$ cat config.mk
export PLATFORM = sky130hd
export DESIGN_NAME = vdp_sync_fifo
export DESIGN_NICKNAME = d
export VERILOG_FILES = /design/src/rtl/vdp_sync_fifo.sv
export SDC_FILE = /design/constraint.sdc
export NUM_CORES = 1
export LEC_CHECK = 0
export ABC_AREA = 1
export CAP_MARGIN = 20
export CORE_UTILIZATION = 25
export DETAILED_ROUTE_END_ITERATION = 8
export MAX_ROUTING_LAYER = met4
export SLEW_MARGIN = 20
export SYNTH_ARGS = -nofsm -noshare
export SYNTH_HDL_FRONTEND = slang
export SYNTH_SLANG_ARGS = --single-unit
$ cat constraint.sdc
create_clock -name CLK -period 5.6 [get_ports CLK]
set_clock_uncertainty 0.15 [all_clocks]
set_input_delay 0.84 -clock CLK [delete_from_list [all_inputs] [get_ports CLK]]
set_output_delay 0.84 -clock CLK [all_outputs]
set_load 0.03 [all_outputs]
$ cat src/rtl/vdp_sync_fifo.sv
// vdp_sync_fifo
//   Single-clock show-ahead FIFO that buffers VDP register, VRAM and CRAM writes
//   between the CPU bus interface and the VDP memory arbiter.
//
// Parameters
//   WIDTH     : data word width (1..72)
//   DEPTH     : number of entries, power of two (2..64)
//   AF_MARGIN : ALMOST_FULL asserts when LEVEL >= DEPTH-AF_MARGIN
//   AW        : pointer width, derived from DEPTH
//
// Ports
//   CLK, RST_N   : clock (rising edge), asynchronous active-low reset
//   FLUSH        : synchronous clear of contents, pointers and error flags
//   DATA, WRREQ  : write data and write request
//   RDREQ        : pop request
//   Q            : head-of-queue data, valid while EMPTY=0
//   EMPTY, FULL, LAST, ALMOST_FULL, LEVEL : occupancy status
//   OVF, UDF     : sticky error flags (write dropped / read while empty)

// One storage word. There is no reset on the data, only on the control state.
module vdp_fifo_entry #(
  parameter int WIDTH = 36
) (
  input  logic             CLK,
  input  logic             we,
  input  logic [WIDTH-1:0] d,
  output logic [WIDTH-1:0] q
);
  always_ff @(posedge CLK)
    if (we) q <= d;
endmodule

module vdp_sync_fifo #(
  parameter  int WIDTH     = 36,
  parameter  int DEPTH     = 8,
  parameter  int AF_MARGIN = 2,
  localparam int AW        = $clog2(DEPTH)
) (
  input  logic             CLK,
  input  logic             RST_N,
  input  logic             FLUSH,
  input  logic [WIDTH-1:0] DATA,
  input  logic             WRREQ,
  input  logic             RDREQ,
  output logic [WIDTH-1:0] Q,
  output logic             EMPTY,
  output logic             FULL,
  output logic             LAST,
  output logic             ALMOST_FULL,
  output logic [AW:0]      LEVEL,
  output logic             OVF,
  output logic             UDF
);

  localparam logic [AW:0] LVL_FULL = (AW+1)'(DEPTH);
  localparam logic [AW:0] LVL_ONE  = (AW+1)'(1);
  // An out-of-range margin degenerates to a threshold of zero, i.e. always set.
  localparam logic [AW:0] AF_THR   = (AF_MARGIN >= DEPTH) ? '0
                                                          : (AW+1)'(DEPTH - AF_MARGIN);

  // Per-cycle decoded operation.
  typedef struct packed {
    logic wr_ok;
    logic rd_ok;
    logic ovf_set;
    logic udf_set;
  } op_t;

  logic [AW-1:0]               raddr, waddr;
  logic [AW:0]                 level;
  logic                        ovf, udf;
  logic                        full, empty;
  op_t                         op;
  logic [DEPTH-1:0]            we;
  logic [DEPTH-1:0][WIDTH-1:0] mem;

  // Occupancy flags come straight from the registered count; pointers are
  // never compared, so wrap needs no extra bit.
  assign full  = (level == LVL_FULL);
  assign empty = (level == '0);

  always_comb begin
    op         = '0;
    // A read in the same cycle frees the head slot, so a write at FULL is kept.
    op.wr_ok   = WRREQ && (!full || RDREQ);
    // No bypass: a read of an empty queue is ignored even with a write present.
    op.rd_ok   = RDREQ && !empty;
    op.ovf_set = WRREQ && full && !RDREQ;
    op.udf_set = RDREQ && empty;
  end

  always_ff @(posedge CLK or negedge RST_N) begin
    if (!RST_N) begin
      raddr <= '0;
      waddr <= '0;
      level <= '0;
      ovf   <= 1'b0;
      udf   <= 1'b0;
    end else if (FLUSH) begin
      raddr <= '0;
      waddr <= '0;
      level <= '0;
      ovf   <= 1'b0;
      udf   <= 1'b0;
    end else begin
      if (op.wr_ok) waddr <= waddr + AW'(1);
      if (op.rd_ok) raddr <= raddr + AW'(1);
      case ({op.wr_ok, op.rd_ok})
        2'b10:   level <= level + LVL_ONE;
        2'b01:   level <= level - LVL_ONE;
        default: level <= level;
      endcase
      if (op.ovf_set) ovf <= 1'b1;
      if (op.udf_set) udf <= 1'b1;
    end
  end

  // Storage array: one entry instance per slot, write strobe decoded from WADDR.
  // A flushed cycle must not land its data.
  for (genvar i = 0; i < DEPTH; i++) begin : g_ent
    assign we[i] = op.wr_ok && !FLUSH && (waddr == AW'(i));
    vdp_fifo_entry #(.WIDTH(WIDTH)) u_ent (
      .CLK (CLK),
      .we  (we[i]),
      .d   (DATA),
      .q   (mem[i])
    );
  end

  // Show-ahead: the head word is read combinationally.
  assign Q           = mem[raddr];
  assign EMPTY       = empty;
  assign FULL        = full;
  assign LAST        = (level == LVL_ONE);
  assign ALMOST_FULL = (level >= AF_THR);
  assign LEVEL       = level;
  assign OVF         = ovf;
  assign UDF         = udf;

endmodule

==> impl_results.md <==
- P_leak: 4.88 nW
- Seq/Total Area, Yosys: 73.9%
- DIE WIDTH: 222 um
- Core Area: 0.0477 mm2
- CTS tree: done
- Final ANT Viol Nets: 0
- Max Fanout on Critical Path: 81
- CTS Sinks: 300
- Share of the synthesized area in the top cell type: 71.4%
- Post-synthesis net count: 984
- Top-count cell post-synth: edfxtp_1
- Site row count: 80
- Hpwl dp: 15700 um
- Inserted Clock Buffers: 31
- Peak VDD IR: 0.000257 V
- Critical Path Source Type: flop
- RR Endpoint: g_ent[7].u_ent.q[8]
- I/O Buffers: 86
- Sw frac: 32.5%
- Min Tclk post-route: 4.67 ns
- Cells after Synth: 932
- Vias in the first global route: 7461
- Clock Power Share: 30.8%
- Hold Path Class: reg2reg
- Max cap viols: 0
- Final Max Slew Viols: 0
- Synthesized area per cell: 13.0 um2
- Layout Nets: 1065
- Async SR Flop Fraction: 4.00%
- Post-Syn Area: 0.0121 mm2
- Max Freq: 214 MHz
- Setup Total Neg Slack: 0 ns
- Final Hold Fails: 0
- Synth cell types: 33
- Final Core Density: 30.4%
- Synth top area cells: edfxtp_1 (71%), nor2_1 (4.8%), nand2_1 (4.1%)
- Setup CP Type: reg2out
- Layout cell share with drive strength beyond 1: 8.70%
- Leading area contributor after synthesis: edfxtp_1
- Antenna violations before repair: 4
- RSZ-0062 raised after global routing: no
- Synth Flop Type: edfxtp_1
- CP Capture Type: primary output
- Post-CTS setup buffer count: 0
- Slew headroom: 34.2%
- R2R setup slack: 2.69 ns
- Starting Density: 25.4%
- Register share of total power: 42.2%
- Placed insts: 1594
- Reg2reg start: LEVEL[0]
- Total power divided by cell area: 430 mW/mm2
- Via count: 7518
- Max clock buf depth: 3
- EDFF count, synth: 288
- Die height: 222 um
- Synthesized flop and latch total: 300
- Psw: 0.00202 W
- Combinational Power Share: 26.9%
- Hold-fix buffers, CTS: 0
- Area Overhead vs Synth: 19.8%
- Synth Warn #: 0
- Largest net degree at the start of global routing: 82
- Iteration-0 DRC Markers: 466
- R2R depth: 8
- H-tree depth: 1
- Period utilization: 83.4%
- Power Internal: 0.00421 W
- Via/cell ratio: 4.55
- CP arrival: 3.68 ns
- Worst-Skew Late Latency: 0.56 ns
- Root Driver: clkbuf_16
- Worst Setup SP: raddr[0]
- Worst-Margin Slew: 0.986 ns
- 1st-pass router iterations: 6
- Wire length of the first global-routing pass: 44500 um
- CP endpoint: Q[34]
- Routed wire length: 29200 um
- Final std cells w/o fill: 1654
- Hold path startpoint: UDF
- I/O pin count: 87
- Die ar.: 0.0493 mm2
- GRT Resource Usage Total: 12.1%
- Setup violators final: 0
- Routed wire per std cell: 17.6 um
- Clock-pin slew on the worst setup and hold paths: 0.06 ns
- Overflow after GRT: 0
- DR DRC count: 0
- Status: finished, final reports clean
- Number of gates resized after cts: 0
- Fill cells: 4726
- Synth top cells by count: edfxtp_1 (288), nor2_1 (154), nand2_1 (133)
- Worst Path Required: 4.61 ns
- RePlAce Congestion: 0.726
[cell families (layout without fill, tap and decap cells)]
kind of cell	Yosys count	after routing	synth area share [%]
AO/OA/AOI/OAI	229	229	10.3
XOR/XNOR	2	2	0.145
adder cells (fa/ha/maj)	11	11	1.14
buffers and inverters	79	182	4.16
flip-flops	300	300	73.9
other	0	4	0
AND/OR/NAND/NOR	311	311	10.3
[critical path, cell delays in order (launching register included)]
cell and delay (ns):
dfrtp_4 0.79, inv_4 0.68, buf_12 0.41, nor2_1 0.08
o22ai_1 0.20, nand2_1 0.08, nand2_1 0.11, clkdlybuf4s50_1 0.68
[metrics by stage]
| step | power, W | instance area [um2] | hold WS, ns | setup WS (ns) |
|---|---|---|---|---|
| 5_1_grt | 0.00655 | 14500 | 0.411 | 0.690 |
| 3_3_place_gp | 0.00436 | 13500 | 0.338 | 1.52 |
| 2_1_floorplan | 0.00384 | 12100 | 0.394 | 1.08 |
| 3_5_place_dp | 0.00438 | 13500 | 0.370 | 1.49 |
| 6_report | 0.00623 | 14500 | 0.375 | 0.927 |
| 4_1_cts | 0.00632 | 14500 | 0.382 | 0.883 |
[final cells by class]
cell class / instances / area (um2) / area share (%)
clock inverters: 18 / 143 / 0.984
inverters: 24 / 105 / 0.725
clock buffers: 37 / 798 / 5.51
diodes: 4 / 10.0 / 0.0690
flip-flops and latches: 300 / 8950 / 61.8
multi-input cells: 553 / 2700 / 18.6
repair buffers: 103 / 1020 / 7.04
well taps: 615 / 769 / 5.31
[placed cells by master (no fill, tap or decap), types with 2 or more instances in the layout]
| cell | netlist | routed |
|---|---|---|
| edfxtp_1 | 288 | 288 |
| nand2_1 | 133 | 133 |
| clkinv_2 | 0 | 7 |
| bufinv_16 | 0 | 2 |
| nand3_2 | 3 | 3 |
| nand3_1 | 6 | 6 |
| o21ai_0 | 84 | 84 |
| o22ai_1 | 73 | 73 |
| nor2_4 | 2 | 4 |
| clkbuf_1 | 8 | 6 |
| clkinv_1 | 1 | 7 |
| nor2_1 | 154 | 152 |
| nand2_4 | 3 | 3 |
| nor3_2 | 0 | 6 |
| clkbuf_16 | 0 | 31 |
| inv_2 | 4 | 4 |
| dfrtp_2 | 0 | 2 |
| ha_1 | 11 | 11 |
| dfrtp_1 | 12 | 9 |
| clkinv_4 | 0 | 2 |
| clkdlybuf4s50_1 | 0 | 86 |
| buf_4 | 0 | 15 |
| o21ai_2 | 2 | 2 |
| a21oi_1 | 3 | 3 |
| o21ai_1 | 66 | 66 |
| diode_2 | 0 | 4 |
| inv_1 | 17 | 17 |
[registers in the layout, indices dropped and copies added (netlist names)]
name	count
g_ent.u_ent.q	288
LEVEL	4
raddr	3
waddr	3
OVF	1
UDF	1
[power by group through the flow]
stage	Sequential [W]	Clock [W]	Combinational [W]
finish	0.00263	0.00192	0.00168
global route	0.00265	0.00206	0.00184
CTS	0.00263	0.00198	0.00170
detailed placement	0.00268	0	0.00169
global placement	0.00268	0	0.00168
floorplan	0.00262	0	0.00122
[worst min-delay path by stage]
stage / end / slack, ns / depth (start not counted)
final: UDF / 0.37 / 2
after global routing: UDF / 0.41 / 2
after CTS: UDF / 0.38 / 2
after detailed placement: UDF / 0.37 / 2
after global placement: OVF / 0.34 / 2
after floorplan: LEVEL[0] / 0.39 / 0
[routing by layer]
layer | share of wire (%) | global-route usage [%]
met5 | 0 | -
met4 | 2.1 | 3.20
met1 | 46 | 15.6
met2 | 47 | 19.1
met3 | 4.9 | 2.60
Power figures use the tool's default switching activity.
